## src/rtl/square_pkg.sv

```systemverilog
// square_pkg: definitions shared by the square-wave generator and meter.
//   SQUARE_WIDTH : default counter width for period/high measurement
//   sq_state_t   : measurement FSM states
package square_pkg;

    localparam int unsigned SQUARE_WIDTH = 16;

    typedef enum logic [1:0] {
        IDLE,
        ARMED,
        HIGH,
        LOW
    } sq_state_t;

endpackage

```

## src/rtl/edge_sync.sv

```systemverilog
// edge_sync: multi-flop synchronizer for an asynchronous level, followed by
// one history flop used for edge detection.
//   clk, reset : system clock, synchronous active-high reset
//   in         : asynchronous input level
//   level      : synchronized level
//   rise       : one-cycle pulse, synchronized level went 0 -> 1
//   fall       : one-cycle pulse, synchronized level went 1 -> 0
module edge_sync #(
    parameter int unsigned SYNC_STAGES = 2
) (
    input  logic clk,
    input  logic reset,
    input  logic in,
    output logic level,
    output logic rise,
    output logic fall
);

    logic [SYNC_STAGES-1:0] r_sync;
    logic                   r_hist;
    logic                   w_level;

    always_ff @(posedge clk) begin
        if (reset) begin
            r_sync <= '0;
            r_hist <= 1'b0;
        end else begin
            r_sync <= {r_sync[SYNC_STAGES-2:0], in};
            r_hist <= r_sync[SYNC_STAGES-1];
        end
    end

    assign w_level = r_sync[SYNC_STAGES-1];
    assign level   = w_level;
    assign rise    = w_level & ~r_hist;
    assign fall    = ~w_level & r_hist;

endmodule

```

## src/rtl/square_meas.sv

```systemverilog
// square_meas: square-wave period / high-time meter.
//   clk, reset : system clock, synchronous active-high reset
//   enable     : measurement enable; low forces IDLE and holds outputs
//   in         : asynchronous square-wave input
//   period     : clk cycles between the last two rising edges
//   high       : clk cycles from rising to falling edge of that cycle
//   valid      : one-cycle strobe, period/high updated this cycle
//   overflow   : one-cycle strobe, counter hit max with no edge
module square_meas
    import square_pkg::*;
#(
    parameter int unsigned WIDTH       = SQUARE_WIDTH,
    parameter int unsigned SYNC_STAGES = 2
) (
    input  logic             clk,
    input  logic             reset,
    input  logic             enable,
    input  logic             in,
    output logic [WIDTH-1:0] period,
    output logic [WIDTH-1:0] high,
    output logic             valid,
    output logic             overflow
);

    localparam logic [WIDTH-1:0]  CNT_MAX   = '1;
    localparam int unsigned       WARM_W    = $clog2(SYNC_STAGES + 2);
    localparam logic [WARM_W-1:0] WARM_DONE = WARM_W'(SYNC_STAGES + 1);

    logic             w_level;
    logic             w_rise;
    logic             w_fall;
    logic             w_warm_done;
    logic             w_cnt_max;
    logic [WIDTH-1:0] w_cnt_inc;

    sq_state_t        r_state;
    logic [WIDTH-1:0] r_cnt;
    logic [WIDTH-1:0] r_htmp;
    logic [WIDTH-1:0] r_period;
    logic [WIDTH-1:0] r_high;
    logic             r_valid;
    logic             r_overflow;
    logic [WARM_W-1:0] r_warm;

    edge_sync #(
        .SYNC_STAGES(SYNC_STAGES)
    ) u_edge_sync (
        .clk  (clk),
        .reset(reset),
        .in   (in),
        .level(w_level),
        .rise (w_rise),
        .fall (w_fall)
    );

    // The synchronizer restarts from all-zero after reset, so its level is
    // meaningless until it has flushed. Holding IDLE for that long keeps an
    // input already high at reset from looking like a fresh rising edge.
    assign w_warm_done = (r_warm == WARM_DONE);
    assign w_cnt_max   = (r_cnt == CNT_MAX);
    // Saturating increment: a fall exactly at max must not wrap the count
    // seen by LOW; LOW then reports overflow unless the rise coincides.
    assign w_cnt_inc   = w_cnt_max ? r_cnt : r_cnt + WIDTH'(1);

    always_ff @(posedge clk) begin
        if (reset) begin
            r_state    <= IDLE;
            r_cnt      <= '0;
            r_htmp     <= '0;
            r_period   <= '0;
            r_high     <= '0;
            r_valid    <= 1'b0;
            r_overflow <= 1'b0;
            r_warm     <= '0;
        end else begin
            r_valid    <= 1'b0;
            r_overflow <= 1'b0;
            if (!w_warm_done) begin
                r_warm <= r_warm + WARM_W'(1);
            end

            if (!enable) begin
                r_state <= IDLE;
            end else begin
                case (r_state)
                    IDLE: begin
                        if (w_warm_done && !w_level) begin
                            r_state <= ARMED;
                        end
                    end
                    ARMED: begin
                        if (w_rise) begin
                            r_state <= HIGH;
                            r_cnt   <= WIDTH'(1);
                        end
                    end
                    HIGH: begin
                        if (w_fall) begin
                            r_state <= LOW;
                            r_htmp  <= r_cnt;
                            r_cnt   <= w_cnt_inc;
                        end else if (w_cnt_max) begin
                            r_state    <= IDLE;
                            r_overflow <= 1'b1;
                        end else begin
                            r_cnt <= w_cnt_inc;
                        end
                    end
                    LOW: begin
                        if (w_rise) begin
                            r_state  <= HIGH;
                            r_period <= r_cnt;
                            r_high   <= r_htmp;
                            r_valid  <= 1'b1;
                            r_cnt    <= WIDTH'(1);
                        end else if (w_cnt_max) begin
                            r_state    <= IDLE;
                            r_overflow <= 1'b1;
                        end else begin
                            r_cnt <= w_cnt_inc;
                        end
                    end
                    default: r_state <= IDLE;
                endcase
            end
        end
    end

    assign period   = r_period;
    assign high     = r_high;
    assign valid    = r_valid;
    assign overflow = r_overflow;

endmodule

```

## config.mk

```make
export PLATFORM = sky130hd
export DESIGN_NAME = square_meas
export DESIGN_NICKNAME = d
export VERILOG_FILES = /design/src/rtl/square_pkg.sv /design/src/rtl/edge_sync.sv /design/src/rtl/square_meas.sv
export SDC_FILE = /design/constraint.sdc
export NUM_CORES = 1
export LEC_CHECK = 0
export BUFFER_PORTS_ARGS = -buffer_cell sky130_fd_sc_hd__clkbuf_2
export CAP_MARGIN = 20
export CORE_ASPECT_RATIO = 0.9
export CORE_MARGIN = 4
export CORE_UTILIZATION = 30
export CTS_BUF_LIST = sky130_fd_sc_hd__clkbuf_16
export CTS_CLUSTER_DIAMETER = 30
export CTS_CLUSTER_SIZE = 24
export DETAILED_ROUTE_END_ITERATION = 10
export GPL_TIMING_DRIVEN = 0
export SYNTH_ARGS = -nofsm -noshare
export SYNTH_HDL_FRONTEND = slang
export SYNTH_HIERARCHICAL = 1
export SYNTH_SLANG_ARGS = --single-unit
```

## constraint.sdc

```tcl
create_clock -name clk -period 1.8 [get_ports clk]
set_clock_uncertainty 0.15 [all_clocks]
set_input_delay 0.09 -clock clk [delete_from_list [all_inputs] [get_ports clk]]
set_output_delay 0.09 -clock clk [all_outputs]
set_load 0.02 [all_outputs]
```

==> results of run 1 <==
==> final timing paths <==
kind | endpoint | cells after the start
setup / recovery | r_cnt[15]$_SDFFE_PP0P_ | 4
hold / removal | r_cnt[11]$_SDFFE_PP0P_ | 5
setup reg to reg | r_cnt[15]$_SDFFE_PP0P_ | 4
hold reg to reg | u_edge_sync/r_sync[1]$_SDFF_PP0_ | 1
==> per-layer routing <==
| metal | track usage | wire length (microns) |
|---|---|---|
| met1 | 0.174 | 3770 |
| met5 | 0 | 0 |
| met2 | 0.235 | 3820 |
| met4 | 0.0582 | 133 |
| met3 | 0.0373 | 413 |
==> logic make-up after synthesis <==
group,count (synthesis),share of synthesized area
buffers and inverters,31,0.0452
flip-flops,73,0.493
XOR/XNOR,1,0.00296
adder cells (fa/ha/maj),2,0.00844
multiplexers,3,0.0101
AND/OR/NAND/NOR,173,0.277
AO/OA/AOI/OAI,85,0.163
==> metrics by stage <==
stage	std cells	total power [mW]	instance area, sq um	setup TNS, ns
floorplan	368	1.73	3030	-0.123
global placement	531	1.75	3370	-11.86
detailed placement	531	1.76	3370	-13.06
CTS	569	3.82	3990	-0.370
global route	576	3.91	4150	-1.76
finish	576	3.79	4150	-0.579
==> flip-flops by register name, indices dropped and copies added, names as in the netlist <==
name / count
high: 16
period: 16
r_cnt: 16
r_htmp: 16
r_state: 2
r_warm: 2
u_edge_sync/r_sync: 2
overflow: 1
u_edge_sync/r_hist: 1
valid: 1
==> worst max-delay path, delay by kind of cell, from the launching register on <==
family	cells	cell delay (ns)
AND/OR/NAND/NOR	4	1.32
flip-flops	1	0.39
==> area by class of cell <==
class	count	area, sq um
clock buffer	9	225
sequential	73	1490
tap	126	158
fill	923	5510
timing repair buffer	70	448
buffer	24	163
multi-input combinational	264	1530
inverter	3	11.3
clock inverter	7	119
==> cells in the final DEF, fill, tap and decap left out, types with 2 or more instances in the layout <==
master / count
buf_2: 2
clkbuf_1: 6
or4b_4: 2
bufinv_16: 3
mux2i_1: 3
nand3_2: 3
a22oi_1: 2
o21ai_0: 3
o31ai_1: 4
buf_6: 8
dfxtp_4: 5
nor2_1: 4
or2_2: 2
a21oi_1: 56
nand2_1: 108
nor2b_1: 5
clkbuf_2: 43
or3_1: 3
buf_4: 30
or4_1: 5
inv_1: 4
a21oi_2: 2
dfxtp_2: 10
nor4_2: 4
a31oi_1: 2
clkbuf_16: 9
o31a_1: 2
nand2b_1: 2
o211ai_1: 3
nand3_1: 9
dfxtp_1: 58
and2_4: 2
or4_4: 4
and3_1: 2
nand4_1: 4
o21a_1: 2
dlygate4sd3_1: 3
==> power by group through the flow <==
stage	registers [mW]	clock network, mW	logic (mW)
3_5_place_dp	1.67	0	0.0889
5_1_grt	1.63	2.17	0.115
4_1_cts	1.63	2.10	0.0957
2_1_floorplan	1.67	0	0.0637
3_3_place_gp	1.67	0	0.0843
6_report	1.63	2.06	0.100
==> what timing repair did <==
item | 4_1_cts | 5_1_grt
setup endpoints to repair | 65 | 69
pin swaps | 15 | 10
hold buffers | 3 | 0
resized for setup | 38 | 34
buffers inserted | 21 | 9
hold endpoints to repair | 3 | 0
==> key figures, run 1 <==
Pwr
  – Clock network fraction of total power: 0.543
  – Sw Pwr: 776 uW
  – Switching part of the total: 0.205
  – Maximum VDD drop: 528 uV
  – Pleak: 1.55 nW
  – Power per Cell Area: 915 mW/mm^2
  – Int Pwr: 3.02 mW
  – Comb power frac: 0.026
  – Seq pwr share: 0.430

Layout
  – ANT cells: 0
  – Layout cells sized above 1: 0.322
  – Fin util: 0.429
  – Fin nets: 451
  – P&R area growth vs syn: 39.8%

Placement
  – Pre-CTS setup slack: -0.446 ns
  – Port Buffer Count: 37
  – Hpwl dp: 5.34 mm
  – GPL Wtd Cong: 0.862

STA
  – Slew Viols, Final: 0
  – Unrepaired setup endpoints after global routing: yes
  – WHS: 0.144 ns
  – Upper clock frequency limit: just over 500 MHz
  – Slew @ Worst Pin: 0.719 ns
  – Min setup slack post-route: -0.125 ns
  – Rel. slew slack: 0.517
  – Fin crit share: 1.07
  – Final Hold Vio Count: 0
  – Minimum clock period: 1.93 ns
  – Setup violations, final: 11

Clock tree
  – Clk buf depth: 2
  – H-tree depth: 3
  – Number of CTS-inserted buffers: 9
  – CTS clk-pin slew, worst paths: 0.06 ns
  – CTS root buf: clkbuf_16
  – CTS tree: yes
  – CTS sink cnt: 73
  – Worst-skew pair later-pin latency: 0.34 ns

Min path
  – Worst hold-check path type: primary input to flip-flop
  – Worst hold start: enable

Critical path
  – CP max stage cell: or4_4
  – Worst r2r src: r_cnt[2]$_SDFFE_PP0P_
  – Crit path kind: flip-flop to flip-flop
  – Crit path cell chain: nand3_2, or4_4, or4_1, nand3_1
  – Reg2Reg Setup Slack: -0.13 ns
  – Setup crit start: r_cnt[2]$_SDFFE_PP0P_
  – CP Launch Type: flip-flop
  – Delay of the slowest critical-path stage: 0.57 ns
  – Crit path max fanout: 7
  – Worst Path Required: approximately 1.9 ns
  – Crit path DAT: around 2.0 ns
  – CP endpoint kind: flip-flop

Floorplanning
  – Cell Rows: 34
  – Initial Utilization: 0.307
  – Die Height: around 100 microns
  – Core outline area: 0.00966 sq mm
  – Ports: 38
  – Die X: 113 microns
  – Die Area: between 0.01 and 0.015 sq mm

Drt
  – Routed Wire Length: just over 8 mm
  – Post-route antenna net violation count: 0
  – Via/cell ratio: about 5
  – Iteration-0 DRC Markers: roughly 140
  – Post-route DRC: 0
  – Routed via count: 2882
  – Routed length per instance: ~14 microns
  – Drt pass-1 iters: 4

GRT
  – Largest net degree at the start of global routing: 14
  – Initial antenna violation count: 0
  – Grt total ovfl: 0
  – GR Util All Layers: 0.141
  – Number of global-route vias before repair: 2705
  – First-pass GRT wire length: 13.0 mm

Yosys
  – Synth Area per Inst: 8.05 sq um
  – Syn_nets: between 300 and 400
  – Ys flop type: dfxtp_1
  – Synthesized area: 0.00296 sq mm
  – Area share of the largest cell type after synthesis: 0.493
  – Synth warn: 6
  – Synth area leader: dfxtp_1
  – Register area share after synthesis: 0.493
  – Synth top cells by count: nand2_1, dfxtp_1, a21oi_1
  – Synthesis-stage register bit count: 73
  – Top-count cell post-synth: nand2_1
  – Ys async rst share: 0
  – Top post-synthesis cells by area: dfxtp_1, nand2_1, a21oi_1, or4_1, nand3_1
  – Post-synth cell types: 43
  – Cell count after synthesis: 368
  – Number of synthesized flops with an enable pin: 0

Flow run
  – MaxCap Viol Count: 0

Status
  – Status: complete, but fails checks
  – Failing checks: negative setup slack
No activity file was read; power rests on OpenSTA's default activity.
==> run 2: changes to the inputs <==
- PLACE_DENSITY_LB_ADDON: unset -> 0.08
==> run 2 against run 1 <==
The flow still finishes with violations (negative setup slack). Sequential power about the same. Cell area grew 1.1%. Die area stayed put. Cell count grew 1.2%. Largest cell class unchanged. Largest power group is now registers. Highest routed layer unchanged.
==> key figures, run 2 (synthesis gave the netlist of run 1 again) <==
Clock tree
  – CTS tree: yes
  – Worst-skew pair later-pin latency: about 0.33 ns
  – CTS sink cnt: 73
  – CTS clk-pin slew, worst paths: 0.06 ns
  – H-tree depth: 3
  – CTS root buf: clkbuf_16
  – Clk buf depth: 2
  – Number of CTS-inserted buffers: 9

STA
  – Rel. slew slack: 0.552
  – Fin crit share: 1.06
  – Slew @ Worst Pin: around 0.67 ns
  – Min setup slack post-route: -0.110 ns
  – Final Hold Vio Count: 0
  – Setup violations, final: 9
  – Minimum clock period: 1.91 ns
  – Unrepaired setup endpoints after global routing: yes
  – WHS: 0.123 ns
  – Upper clock frequency limit: between 500 and 600 MHz
  – Slew Viols, Final: 0

Drt
  – Iteration-0 DRC Markers: 152
  – Routed via count: 2848
  – Post-route antenna net violation count: 0
  – Routed Wire Length: 8.58 mm
  – Routed length per instance: between 10 and 15 microns
  – Post-route DRC: 0
  – Via/cell ratio: 4.89
  – Drt pass-1 iters: 4

Pwr
  – Total Power: 3.31 mW
  – Maximum VDD drop: between 400 and 500 uV
  – Pleak: around 1.6 nW
  – Power per Cell Area: 790 mW/mm^2

Layout
  – Fin nets: 458
  – FILL cells: 987
  – Layout cells sized above 1: 0.333
  – Sequential cell area: 0.00149 sq mm
  – ANT cells: 0
  – P&R area growth vs syn: 41.3%
  – Area of the multi-input gates: approximately 0.0015 sq mm
  – Most frequent cells in the layout: nand2_1, dfxtp_1, a21oi_1, clkbuf_2, buf_4
  – Commonest non-fill, non-tap cell in the layout: nand2_1

GRT
  – GRT met2 Usage: 0.240
  – Initial antenna violation count: 0
  – Met1 Use GR: 0.200
  – First-pass GRT wire length: 13.6 mm
  – GR Util All Layers: 0.151
  – Grt total ovfl: 0
  – Largest net degree at the start of global routing: 13
  – Met3 Usage GRT: 0.0420
  – Most Crowded Layer GR: met2
  – Number of global-route vias before repair: 2677

Floorplanning
  – Core outline area: 0.00966 sq mm
  – Ports: 38
  – Initial Utilization: 0.307
  – Die Area: 0.0115 sq mm
  – Die X: 113 microns
  – Die Height: 102 microns
  – Cell Rows: 34

Status
  – Failing checks: negative setup slack
  – Status: complete, but fails checks

Placement
  – Hpwl dp: 5.71 mm
  – GPL Wtd Cong: 0.838
  – Port Buffer Count: 37

Critical path
  – CP Launch Type: flip-flop
  – Crit path max fanout: 3
  – CP endpoint kind: flip-flop
  – CP top delay family: simple AND/OR/NAND/NOR gates
  – Crit path DAT: 2.01 ns
  – Crit path kind: flip-flop to flip-flop
  – Delay of the slowest critical-path stage: 0.48 ns
  – CP max stage cell: or4b_4
  – Crit path cell chain: ha_4, and2_4, or4b_4, or4_4, a21oi_2
  – Crit path buf inv count: 0
  – Worst Path Required: 1.90 ns

Min path
  – Worst hold-check path type: primary input to flip-flop

Flow run
  – MaxCap Viol Count: 0
-- run 2: cell types whose count changed in the layout (fill, tap and decap cells not counted), moves of 3 or more --
cell,previous run,this run
clkbuf_4,0,4
buf_4,30,33
bufinv_16,3,0
nand3_1,9,6
-- run 2: metal layers --
metal	up-vias	routed length [microns]
met1	1343	4250
met2	50	3880
met4	0	130
li1	1443	-
met5	-	0
met3	12	323
-- run 2: layout make-up --
type                            count  share of cell area
Buffer                             24              0.0421
Clock inverter                      7             0.00896
Clock buffer                        9              0.0538
Sequential cell                    73               0.356
Multi-Input combinational cell    264               0.369
Timing Repair Buffer               77               0.130
Tap cell                          126              0.0376
Inverter                            3             0.00269
-- run 2: path summary, 6_finish.rpt --
path,depth (start not counted),end,start,slack (ns)
setup / recovery,5,r_cnt[12]$_SDFFE_PP0P_,r_cnt[1]$_SDFFE_PP0P_,-0.11
hold / removal,5,r_cnt[11]$_SDFFE_PP0P_,enable,0.12
setup reg to reg,5,r_cnt[12]$_SDFFE_PP0P_,r_cnt[1]$_SDFFE_PP0P_,-0.11
hold reg to reg,1,u_edge_sync/r_sync[1]$_SDFF_PP0_,u_edge_sync/r_sync[0]$_SDFF_PP0_,0.29
-- run 2: worst register-to-register path, cell delays in order (launching register included) --
cell	delay, ns
dfxtp_4	0.38
ha_4	0.15
and2_4	0.14
or4b_4	0.48
or4_4	0.43
a21oi_2	0.12
-- run 2: what timing repair did --
action	in CTS	in global routing
resized for setup	47	36
gates cloned	1	0
setup buffers	20	16
hold buffers	3	0
endpoints found under the hold margin	3	0
pin swaps	22	20
setup endpoints to repair	65	69
-- run 2: power breakdown --
group / internal, mW / leakage, nW / switching [mW]
Combinational: 0.0388 / 0.844 / 0.0613
Sequential: 1.62 / 0.597 / 0.00730
Clock: 0.915 / 0.128 / 0.663
Total: 2.58 / 1.57 / 0.732
-- run 2: stage by stage --
stage	cells	setup WS [ns]	util	area, sq um	setup TNS (ns)
floorplan	368	-0.0341	-	3030	-0.123
global placement	531	-0.561	0.349	3370	-15.06
detailed placement	531	-0.573	0.349	3370	-15.90
CTS	570	-0.110	0.411	3970	-0.458
global route	583	-0.129	0.434	4190	-1.18
finish	583	-0.110	0.434	4190	-0.357
==> run 3: changes to the inputs <==
- REMOVE_ABC_BUFFERS: unset -> 1
- clock period: 1.8 -> 2.01 ns (I/O delays scaled with it)
==> run 3 against run 2 <==
The flow now finishes without violations. Fmax decreased by 2.9%. Combinational power down 20%. Routed wire length decreased by 17%. Hold slack got worse by 0.048 ns. Worst setup slack improved by 0.15 ns. Cell count decreased by 8.2%. Utilization is 4.0 points lower.
==> key figures, run 3 (synthesis gave the netlist of run 1 again) <==
Status
  – Status: completed

GRT
  – GR Util All Layers: 0.129
  – Initial antenna violation count: 0
  – Largest net degree at the start of global routing: 36
  – Number of global-route vias before repair: between 2000 and 2500
  – Grt total ovfl: 0
  – First-pass GRT wire length: between 10 and 15 mm

STA
  – WHS: about 0.074 ns
  – Minimum clock period: between 1.5 and 2 ns
  – Final Hold Vio Count: 0
  – Rel. slew slack: 0.554
  – Setup TNS: 0 ns
  – Slew @ Worst Pin: 0.665 ns
  – Setup violations, final: 0
  – Unrepaired setup endpoints after global routing: yes
  – Upper clock frequency limit: 509 MHz
  – Min setup slack post-route: 0.0438 ns
  – Slew Viols, Final: 0
  – Fin crit share: 0.978

Critical path
  – CP endpoint kind: flip-flop
  – CP Launch Type: flip-flop
  – CP max stage cell: or4b_4
  – R2r endpoint: r_cnt[12]$_SDFFE_PP0P_
  – Crit path cell chain: ha_4, and2_4, or4b_4, or4_4, a21oi_2
  – Worst Path Required: 2.12 ns
  – Reg2Reg Setup Slack: ~0.044 ns
  – Crit path max fanout: 6
  – Worst setup endpoint: r_cnt[12]$_SDFFE_PP0P_
  – Delay of the slowest critical-path stage: 0.49 ns
  – Worst-case reg-to-reg path depth: 5
  – Setup crit start: r_cnt[0]$_SDFFE_PP0P_
  – Crit path DAT: 2.08 ns
  – Worst r2r src: r_cnt[0]$_SDFFE_PP0P_
  – Crit path kind: flip-flop to flip-flop

Clock tree
  – Clk buf depth: 2
  – H-tree depth: 3
  – CTS sink cnt: 73
  – Number of CTS-inserted buffers: 9
  – Worst-skew pair later-pin latency: about 0.33 ns
  – CTS clk-pin slew, worst paths: about 0.060 ns
  – CTS root buf: clkbuf_16
  – CTS tree: yes

Placement
  – Hpwl dp: 4.66 mm
  – GPL Wtd Cong: 0.744
  – Post-Place Cells: just over 500
  – Port Buffer Count: 37
  – Pre-CTS setup slack: -0.443 ns
  – Cell Area, Placed: between 0.003 and 0.004 sq mm

Pwr
  – Pleak: approximately 1.4 nW
  – Total Power: ~3.3 mW
  – Clock network fraction of total power: 0.539
  – Comb power frac: 0.024
  – Int Pwr: 2.69 mW
  – Switching part of the total: 0.197
  – Seq pwr share: 0.437
  – Power per Cell Area: 880 mW/mm^2
  – Sw Pwr: 659 uW
  – Maximum VDD drop: 349 uV

Min path
  – Worst hold-check path type: primary input to flip-flop
  – Hold path depth: 3

Drt
  – Routed Wire Length: 7.13 mm
  – Routed length per instance: roughly 13 microns
  – Post-route DRC: 0
  – Via/cell ratio: 4.88
  – Drt pass-1 iters: 5
  – Post-route antenna net violation count: 0
  – Iteration-0 DRC Markers: 109
  – Routed via count: 2613

Layout
  – P&R area growth vs syn: 28.2%
  – Most frequent cells in the layout: nand2_1, a21oi_1, dfxtp_1, clkbuf_2
  – ANT cells: 0
  – Commonest non-fill, non-tap cell in the layout: nand2_1
  – Cell area after layout: 0.00380 sq mm
  – Fin util: 0.394
  – Layout cells sized above 1: 0.247
  – Final Non-Filler Cells: 535
  – Fin nets: 410

Floorplanning
  – Core outline area: 0.00966 sq mm
  – Initial Utilization: 0.307
  – Die X: around 110 microns
  – Cell Rows: 34
  – Ports: 38
  – Die Height: 102 microns
  – Die Area: 0.0115 sq mm

Flow run
  – MaxCap Viol Count: 0
[run 3: final cells by class]
type / count / area (sq um)
Fill cell: 1014 / 5860
Sequential cell: 73 / 1490
Multi-Input combinational cell: 264 / 1460
Timing Repair Buffer: 53 / 339
Clock buffer: 9 / 225
Tap cell: 126 / 158
Clock inverter: 7 / 110
Inverter: 3 / 11.3
[run 3: how the worst min path moves through the flow]
stage | from | endpoint | slack (ns)
5_1_grt | enable | r_cnt[0]$_SDFFE_PP0P_ | 0.12
4_1_cts | enable | r_cnt[0]$_SDFFE_PP0P_ | 0.02
3_5_place_dp | in | u_edge_sync/r_sync[0]$_SDFF_PP0_ | 0.17
2_1_floorplan | reset | high[0]$_SDFFE_PP0P_ | 0.02
3_3_place_gp | in | u_edge_sync/r_sync[0]$_SDFF_PP0_ | 0.16
6_report | enable | r_cnt[0]$_SDFFE_PP0P_ | 0.07
[run 3: what timing repair did]
action,in CTS,in global routing
hold buffers,1,0
setup buffers,5,5
endpoints found under the setup margin,50,45
endpoints found under the hold margin,1,0
resized for setup,18,23
pin swaps,1,3
[run 3: per-layer routing]
metal	wire length [microns]	global-route usage	up-vias
met3	317	0.0420	10
met5	0	0	-
met4	104	0.0499	0
li1	-	-	1351
met2	3160	0.205	48
met1	3550	0.165	1204
[run 3: worst max-delay path: cells and delay by family (launching register included)]
kind	cells	cell delay (ns)
flip-flops	1	0.38
AND/OR/NAND/NOR	3	1.09
adder cells (fa/ha/maj)	1	0.16
AO/OA/AOI/OAI	1	0.12
[run 3: power groups by stage]
stage | logic [mW] | registers (mW) | clock network [mW]
after global routing | 0.0911 | 1.46 | 1.92
after global placement | 0.0693 | 1.50 | 0
after CTS | 0.0779 | 1.46 | 1.86
after floorplan | 0.0373 | 1.50 | 0
final | 0.0797 | 1.46 | 1.80
after detailed placement | 0.0749 | 1.50 | 0
